--- config.mk ---
export PLATFORM = sky130hd
export DESIGN_NAME = int_sequencer
export DESIGN_NICKNAME = d
export VERILOG_FILES = /design/src/rtl/int_sequencer.sv
export SDC_FILE = /design/constraint.sdc
export NUM_CORES = 1
export LEC_CHECK = 0
export CORE_MARGIN = 3
export CORE_UTILIZATION = 28
export CTS_CLUSTER_SIZE = 24
export DETAILED_ROUTE_END_ITERATION = 12
export GPL_ROUTABILITY_DRIVEN = 0
export PLACE_DENSITY = 0.85
export SLEW_MARGIN = 20
export SYNTH_ARGS = -nofsm -noshare
export SYNTH_HDL_FRONTEND = slang
export SYNTH_SLANG_ARGS = --single-unit
export TNS_END_PERCENT = 5
--- constraint.sdc ---
create_clock -name clk -period 4.4 [get_ports clk]
set_input_delay 1.1 -clock clk [delete_from_list [all_inputs] [get_ports clk]]
set_output_delay 1.1 -clock clk [all_outputs]
set_load 0.005 [all_outputs]
--- src/rtl/int_sequencer.sv ---
// Interrupt/exception/RTI sequencer for the memory stage: stalls the front end, then
// drives stack push, vector fetch, stack pop and PC/flag reload over several cycles.
module int_sequencer #(
  parameter logic [15:0] INT_VEC_ADDR = 16'd2,
  parameter logic [15:0] EXC_VEC_BASE = 16'd4
) (
  input  logic        clk,
  input  logic        i_reset,
  input  logic        i_int,
  input  logic [1:0]  i_changeEPC,
  input  logic        i_rti,
  input  logic        i_pipeEmpty,
  input  logic [31:0] i_memData,
  input  logic [3:0]  i_flags,
  output logic        o_busy,
  output logic        o_stall,
  output logic        o_flush,
  output logic        o_override,
  output logic        o_isStack,
  output logic        o_isPushPc,
  output logic        o_memRead,
  output logic        o_memWrite,
  output logic        o_en32,
  output logic [15:0] o_aluAddr,
  output logic [2:0]  o_spSelect,
  output logic        o_pcLoad,
  output logic [31:0] o_pcValue,
  output logic        o_flagsLoad,
  output logic [3:0]  o_flagsValue
);

  typedef enum logic [2:0] {
    S_IDLE, S_DRAIN, S_PUSH, S_VEC_READ, S_JUMP, S_POP, S_RESTORE
  } state_t;

  localparam logic [2:0] SP_HOLD = 3'b000;
  localparam logic [2:0] SP_DEC  = 3'b001;
  localparam logic [2:0] SP_INC  = 3'b010;

  state_t      state;
  logic        int_pending;
  logic        int_prev;
  logic [1:0]  exc_code;
  logic        int_edge;
  logic [15:0] vec_off;
  logic        unused_flags;

  // Flags reach the stack through the memory stage's own datapath.
  assign unused_flags = ^i_flags;

  assign int_edge = i_int & ~int_prev;
  assign vec_off  = ({14'd0, exc_code} - 16'd1) << 1;

  always_ff @(posedge clk or posedge i_reset) begin
    if (i_reset) begin
      state       <= S_IDLE;
      int_pending <= 1'b0;
      int_prev    <= 1'b0;
      exc_code    <= 2'd0;
    end else begin
      int_prev <= i_int;
      // A fresh edge wins over the clear so an interrupt landing on JUMP is not lost.
      if (int_edge)
        int_pending <= 1'b1;
      else if (state == S_JUMP && exc_code == 2'd0)
        int_pending <= 1'b0;

      case (state)
        S_IDLE: begin
          if (i_changeEPC != 2'd0) begin
            exc_code <= i_changeEPC;
            state    <= S_VEC_READ;
          end else if (i_rti) begin
            state <= S_POP;
          end else if (int_pending) begin
            state <= S_DRAIN;
          end
        end
        S_DRAIN: begin
          if (i_changeEPC != 2'd0) begin
            exc_code <= i_changeEPC;
            state    <= S_VEC_READ;
          end else if (i_pipeEmpty) begin
            state <= S_PUSH;
          end
        end
        S_PUSH: begin
          exc_code <= 2'd0;
          state    <= S_VEC_READ;
        end
        S_VEC_READ: state <= S_JUMP;
        S_JUMP: begin
          exc_code <= 2'd0;
          state    <= S_IDLE;
        end
        S_POP:     state <= S_RESTORE;
        S_RESTORE: state <= S_IDLE;
        default:   state <= S_IDLE;
      endcase
    end
  end

  // Outputs are gated by reset so an in-flight SP change or PC load dies immediately.
  always_comb begin
    o_busy       = 1'b0;
    o_stall      = 1'b0;
    o_flush      = 1'b0;
    o_override   = 1'b0;
    o_isStack    = 1'b0;
    o_isPushPc   = 1'b0;
    o_memRead    = 1'b0;
    o_memWrite   = 1'b0;
    o_en32       = 1'b0;
    o_aluAddr    = 16'd0;
    o_spSelect   = SP_HOLD;
    o_pcLoad     = 1'b0;
    o_pcValue    = 32'd0;
    o_flagsLoad  = 1'b0;
    o_flagsValue = 4'd0;
    if (!i_reset) begin
      o_busy = (state != S_IDLE);
      case (state)
        S_IDLE: begin
          o_flush = (i_changeEPC != 2'd0);
        end
        S_DRAIN: begin
          o_stall = 1'b1;
          o_flush = (i_changeEPC != 2'd0);
        end
        S_PUSH: begin
          o_stall    = 1'b1;
          o_override = 1'b1;
          o_isStack  = 1'b1;
          o_isPushPc = 1'b1;
          o_memWrite = 1'b1;
          o_en32     = 1'b1;
          o_spSelect = SP_DEC;
        end
        S_VEC_READ: begin
          o_stall    = 1'b1;
          o_override = 1'b1;
          o_memRead  = 1'b1;
          o_en32     = 1'b1;
          o_aluAddr  = (exc_code == 2'd0) ? INT_VEC_ADDR : EXC_VEC_BASE + vec_off;
        end
        S_JUMP: begin
          o_stall   = 1'b1;
          o_flush   = 1'b1;
          o_pcLoad  = 1'b1;
          o_pcValue = i_memData;
        end
        S_POP: begin
          o_stall    = 1'b1;
          o_override = 1'b1;
          o_isStack  = 1'b1;
          o_memRead  = 1'b1;
          o_en32     = 1'b1;
          o_spSelect = SP_INC;
        end
        S_RESTORE: begin
          o_stall      = 1'b1;
          o_flush      = 1'b1;
          o_pcLoad     = 1'b1;
          o_pcValue    = {4'b0, i_memData[27:0]};
          o_flagsLoad  = 1'b1;
          o_flagsValue = i_memData[31:28];
        end
        default: ;
      endcase
    end
  end

endmodule

# == Yosys cells after proc, flatten, opt, wreduce, memory -nomap -nowiden ==
# Cells that the tools add are included.
# word_totals
wordCells,69
mem_count,0
out_inout_bits,66
romBits,0
latchBits,0
input_bits,43
ram_bits,0
reg_bits,7
# classes
reduce_logical,16
add_sub_neg,2
order_cmp,0
div_mod_pow,0
n_bitwise,2
mul,0
n_eq_ne,9
shifts,0
mux,36
# ops
op,count
$pmux W32 S2,1
$mux W16,3
$mux W32,1
$mux W1,18
$mux W3,5
$pmux W3 S5,1
$reduce_or A2 Y1,5
$eq A3 B3 Y1 const B,3
$mux W4,2
$pmux W2 S2,2
$eq A3 B2 Y1 const B,2
$reduce_bool A2 Y1,3
$reduce_or A6 Y1,1
$add A4 B4 Y5 const A,1
$mux W2,2
$ne A4 B4 Y1 const B,1
$reduce_and A2 Y1,2
$eq A3 B1 Y1 const B,1
$logic_not A3 Y1,1
$ne A3 B3 Y1 const B,1
$reduce_bool A3 Y1,1
$reduce_or A3 Y1,1
$sub A2 B1 Y3 const B,1
$logic_not A2 Y1,1
5 further kinds,5

# == Depth between registers and ports, before layout ==
# Gate-level depths: netlist of run 1.
# depth
depth_word,5
depth_mapped,5

# == Worst setup path after synthesis of run 1 ==
# Ideal clock, no wire load.
# synth_timing
path_kind,input port to output port
from,input port i_reset
to,output port o_aluAddr[10]
setup_slack_ps,1281
arrival_time_ps,2019
n_path_buf,1
path_stages,4
required_ps,3300
cell_sequence,and4bb_1 and2_1 and3_1 buf_4
# synth_between
elab_chain_len,1
# synth_rtl
element,line_no,text
"start, declared",8,"input logic i_reset,"
$mux W16,120,if (!i_reset) begin
"end, declared",24,"output logic [15:0] o_aluAddr,"
# Every way passes these cells.

# == Worst setup path in the final report of run 1 ==
# layout_timing
from,input port i_reset
to,output port o_flagsValue[2]
# layout_between
elab_chain_len,1
# layout_rtl
element,line_no,text
$mux W4,120,
"end, declared",29,output logic [3:0] o_flagsValue
# Every way passes these cells.

==> results.sh, run 1 <==
export IMPL_dpl_cell_area_um2=1830
export IMPL_grt_usage_pct=16.5
export IMPL_fin_area_um2=1850
export IMPL_diodes=0
export IMPL_first_iter_violations=17
export IMPL_tns_ns=0
export IMPL_drive_above_1_share_pct=2.88
export IMPL_r2r_cells=3
export IMPL_vdd_ir_drop_worst_mv=0.229
export IMPL_maxSlewViolCount=0
export IMPL_via_per_inst=4.38
export IMPL_cts_resized=0
export IMPL_max_slew_margin_pct=62.8
export IMPL_coreArea_um2=2900
export IMPL_endpoint_kind="output port"
export IMPL_synth_edf_count=0
export IMPL_cap_violations=0
export IMPL_syn_avg_cell_area_um2=7.28
export IMPL_finalPower_w=0.000573
export IMPL_worstSkewPairLatency_ns=0.25
export IMPL_grt_overflow=0
export IMPL_slowest_delay_ns=0.53
export IMPL_worstMarginPinSlew_ns=0.557
export IMPL_yosys_warnings=0
export IMPL_crit_fanout=34
export IMPL_rsz0062_at_grt="no"
export IMPL_htreeDepth=1
export IMPL_ys_ff_latch=7
export IMPL_route_detailed_drc=0
export IMPL_io_buffers=102
export IMPL_leakage_nw=0.752
export IMPL_hold_ws_ns=0.422
export IMPL_max_freq_mhz=249
export IMPL_cp_required_ns=3.30
export IMPL_area_delta_synth_final_pct=107
export IMPL_worstSetupPathDepth=5
export IMPL_antenna_found_initial=0
export IMPL_cts_tree="built"
export IMPL_die_w_um=62.6
export IMPL_ys_types=27
export IMPL_crit_slowest_cell="clkdlybuf4s50_1"
export IMPL_start_util_pct=30.9
export IMPL_wl_per_cell_um=13.3
export IMPL_worstSetupStartpointType="input pin"
export IMPL_synthFlopType="dfrtp_1"
export IMPL_drtPass1Iterations=4
export IMPL_clk_path_buf_depth=2
export IMPL_arrival_ns=2.92
export IMPL_powerDensity_nw_per_um2=309
export IMPL_dp_hpwl_mm=2.79
export IMPL_grt_pass1_wl_mm=5.26
export IMPL_die_area_um2=3910
export IMPL_die_h_um=62.6
export IMPL_critPathBufInv=3
export IMPL_crit_type="input pin to output port"
export IMPL_crit_family="buffers and inverters"
export IMPL_final_core_util_pct=63.8
export IMPL_hold_buffers=0
export IMPL_ant_nets=0
export IMPL_cts_clk_slew_worst_paths_ns=0.05
export IMPL_hold_violations=0
export IMPL_numClockSinks=7
export IMPL_cpMostUsedCell="clkdlybuf4s50_1"
export IMPL_status="finished, final reports clean"
export IMPL_final_nets=255
export IMPL_syn_cell_area_um2=896
export IMPL_post_route_period_util_pct=91.3
export IMPL_vias=1094
export IMPL_grt_max_degree=35
export IMPL_skew_ns=0.000890
export IMPL_async_flop_share_pct=100
export IMPL_wl_mm=3.33
export IMPL_hold_class="flop to flop"
export IMPL_cts_buffers=3
export IMPL_rows=19
export IMPL_cts_setup_buffers=0
export IMPL_setup_viol_count_final=0
export IMPL_period_needed_ns=4.02
export IMPL_ys_seq_area_share_pct=19.6
export IMPL_io_pins=109
export IMPL_hold_depth=1
export IMPL_cp_cell_sequence="clkdlybuf4s50_1 -> buf_4 -> nor2_4 -> and3_1 -> clkdlybuf4s50_1"
export IMPL_postSynthCellCount=123
export IMPL_ctsRootBufferMaster="clkbuf_4"
export IMPL_first_global_vias=1017
-- registers in the layout (all words and copies together) (netlist names) --
register and cells:
state 3, exc_code 2, int_pending 1, int_prev 1
-- worst paths after layout --
check | from | endpoint | slack [ns]
worst max-delay path | i_reset | o_flagsValue[2] | 0.38
worst min-delay path | int_prev | int_pending | 0.42
worst max register to register | state[1] | exc_code[0] | 3.08
worst min register to register | int_prev | int_pending | 0.42
max in group asynchronous | i_reset | state[1] | 2.89
min in group asynchronous | i_reset | state[0] | 1.30
-- cells in the mapped netlist (2+ instances only) --
cell | count | area share [%]
and2_1 | 36 | 25
dfrtp_1 | 7 | 20
buf_4 | 16 | 13
nand2b_1 | 2 | 1.4
and3_1 | 5 | 3.5
nor3_1 | 8 | 4.5
nor2_1 | 6 | 2.5
a21oi_1 | 4 | 2.2
o21ai_0 | 6 | 3.4
ha_1 | 3 | 4.2
inv_1 | 5 | 2.1
clkbuf_2 | 2 | 1.1
a21o_1 | 2 | 1.7
nand2_1 | 4 | 1.7
buf_2 | 5 | 2.8
-- kinds of logic after synthesis --
kind of cell / synth area share, %
AND/OR/NAND/NOR: 44.6
buffers and inverters: 19.4
AO/OA/AOI/OAI: 10.6
flip-flops: 19.6
adder cells (fa/ha/maj): 5.45
other: 0.419
-- layer usage --
layer  wire length, µm  vias up  track usage [%]
li1                  -      555                -
met1              1270      468             19.0
met3               274        9             4.50
met2              1720       62             29.8
met4                63        0             4.41
met5                 0        -                0
-- per-stage QoR --
step           setup slack [ns]  instances
6_report                  0.381        250
5_1_grt                   0.225        250
3_3_place_gp              0.449        246
4_1_cts                   0.379        250
2_1_floorplan              1.28        124
3_5_place_dp              0.398        246
-- power breakdown --
part	switching [W]	internal [W]	leakage, nW	total, W
logic	0.000138	0.000225	0.655	0.000363
clock network	0.0000234	0.0000346	0.0150	0.0000580
registers	0.0000621	0.0000902	0.0821	0.000152
total	0.000224	0.000349	0.752	0.000573
-- layout make-up --
class	instances	area, µm²
Sequential cell	7	175
Timing Repair Buffer	103	1030
Tap cell	42	52.6
Multi-Input combinational cell	89	551
Inverter	5	18.8
Clock buffer	4	26.3
Fill cell	254	1050
-- cells in the final DEF, fill, tap and decap left out, types with 4 or more instances in the layout --
cell type        synthesis  layout
o21ai_0                  6       6
dfrtp_1                  7       7
nor2_1                   6       6
inv_1                    5       5
and3_1                   5       5
nand2_1                  4       4
a21oi_1                  4       4
and2_1                  36      36
nor3_1                   8       8
clkdlybuf4s50_1          0     102
Power figures use the tool's default switching activity.
==> run 2: changes to the inputs <==
Settings changed: CORE_MARGIN 3 to 1.5.
==> results.sh, run 2 (synthesis gave the netlist of run 1 again) <==
export IMPL_route_detailed_drc=0
export IMPL_slowest_delay_ns=0.52
export IMPL_hold_ws_ns=0.418
export IMPL_post_route_period_util_pct=91.6
export IMPL_hold_violations=0
export IMPL_r2r_end="exc_code[1]"
export IMPL_min_from="int_prev"
export IMPL_skew_ns=0.000573
export IMPL_die_h_um=59.6
export IMPL_maxSlewViolCount=0
export IMPL_layout_common_cells="clkdlybuf4s50_1 (102), and2_1 (36), nor3_1 (8), dfrtp_1 (7)"
export IMPL_ctsRootBufferMaster="clkbuf_4"
export IMPL_coreArea_um2=3050
export IMPL_cpMostUsedCell="clkdlybuf4s50_1"
export IMPL_cts_setup_buffers=0
export IMPL_tns_ns=0
export IMPL_crit_fanout=34
export IMPL_vias=1088
export IMPL_period_needed_ns=4.03
export IMPL_dp_hpwl_mm=2.56
export IMPL_drtPass1Iterations=4
export IMPL_hold_class="flop to flop"
export IMPL_rrSetupSlack_ns=3.05
export IMPL_cts_buffers=3
export IMPL_crit_family="buffers and inverters"
export IMPL_vdd_ir_drop_worst_mv=0.197
export IMPL_crit_type="input pin to output port"
export IMPL_cts_tree="built"
export IMPL_grt_overflow=0
export IMPL_fillers=297
export IMPL_hold_buffers=0
export IMPL_clk_path_buf_depth=2
export IMPL_final_nets=255
export IMPL_setup_viol_count_final=0
export IMPL_fin_area_um2=1850
export IMPL_cts_resized=0
export IMPL_largest_reg_flops=3
export IMPL_dpl_cell_area_um2=1830
export IMPL_max_slew_margin_pct=62.8
export IMPL_max_freq_mhz=248
export IMPL_worstSkewPairLatency_ns=0.25
export IMPL_wl_mm=3.11
export IMPL_worstSetupStartpointType="input pin"
export IMPL_cts_clk_slew_worst_paths_ns=0.05
export IMPL_leakage_nw=0.752
export IMPL_status="finished, final reports clean"
export IMPL_first_iter_violations=24
export IMPL_critPathBufInv=3
export IMPL_grt_usage_pct=17.5
export IMPL_arrival_ns=2.93
export IMPL_rsz0062_at_grt="no"
export IMPL_area_delta_synth_final_pct=107
export IMPL_ant_nets=0
export IMPL_wl_per_cell_um=12.3
export IMPL_r2r_cells=3
export IMPL_numClockSinks=7
export IMPL_regMostFlops="state"
export IMPL_via_per_inst=4.32
export IMPL_start_util_pct=29.3
export IMPL_rows=20
export IMPL_crit_slowest_cell="clkdlybuf4s50_1"
export IMPL_endpoint_kind="output port"
export IMPL_drive_above_1_share_pct=2.88
export IMPL_io_buffers=102
export IMPL_htreeDepth=1
export IMPL_min_to="int_pending"
export IMPL_first_global_vias=989
export IMPL_die_area_um2=3550
export IMPL_die_w_um=59.6
export IMPL_diodes=0
export IMPL_final_common_cell="clkdlybuf4s50_1"
export IMPL_powerDensity_nw_per_um2=309
export IMPL_cap_violations=0
export IMPL_cp_required_ns=3.30
export IMPL_io_pins=109
export IMPL_worstMarginPinSlew_ns=0.557
export IMPL_grt_pass1_wl_mm=4.64
export IMPL_reg_top3="state (3), exc_code (2)"
export IMPL_antenna_found_initial=0
export IMPL_rr_startpoint="state[1]"
export IMPL_grt_max_degree=35
export IMPL_hold_depth=1
export IMPL_cp_cell_sequence="clkdlybuf4s50_1 -> buf_4 -> nor2_4 -> and3_1 -> clkdlybuf4s50_1"
==> run 2: final cells by class <==
cell class	count	area, µm²	area share (%)
timing repair buffer	103	1030	55.5
multi-input combinational	89	551	29.7
sequential	7	175	9.45
tap	44	55.1	2.97
clock buffer	4	26.3	1.42
inverter	5	18.8	1.01
==> run 2: power by group <==
group          leakage, nW  internal, W  switching [W]  total (W)
Sequential          0.0821    0.0000901      0.0000606   0.000151
Combinational        0.655     0.000225       0.000138   0.000362
Clock               0.0150    0.0000347      0.0000255  0.0000602
Total                0.752     0.000349       0.000224   0.000573
==> run 2: worst register-to-register path: cells and delay by family, from the launching register on <==
family	cells	cell delay [ns]
DFF	1	0.58
adders and majority gates	1	0.40
AOI/OAI and AO/OA	1	0.18
and+or+nand+nor	1	0.07
==> run 2: worst max path at each step <==
stage	from	slack, ns	depth (start not counted)	endpoint
3_3_place_gp	i_reset	0.41	5	o_flagsValue[1]
3_5_place_dp	i_reset	0.38	5	o_flagsValue[2]
2_1_floorplan	i_reset	1.28	4	o_aluAddr[10]
6_report	i_reset	0.37	5	o_flagsValue[2]
4_1_cts	i_reset	0.37	5	o_flagsValue[2]
5_1_grt	i_reset	0.27	5	o_flagsValue[2]
==> run 2: through the flow <==
| step | instances | power [W] | util [%] | worst slack (ns) |
|---|---|---|---|---|
| after global placement | 248 | 0.000504 | 59.9 | 0.406 |
| after global routing | 252 | 0.000628 | 60.7 | 0.275 |
| after detailed placement | 248 | 0.000513 | 59.9 | 0.375 |
| after floorplan | 124 | 0.000337 | - | 1.28 |
| after CTS | 252 | 0.000576 | 60.7 | 0.373 |
| final | 252 | 0.000573 | 60.7 | 0.372 |
==> run 2: metal layers <==
| metal | vias up | routed length (µm) | global-route usage (%) |
|---|---|---|---|
| met5 | - | 0 | 0 |
| met4 | 0 | 27 | 5.08 |
| met3 | 2 | 188 | 2.84 |
| met2 | 55 | 1600 | 33.4 |
| met1 | 476 | 1300 | 19.5 |
| li1 | 555 | - | - |
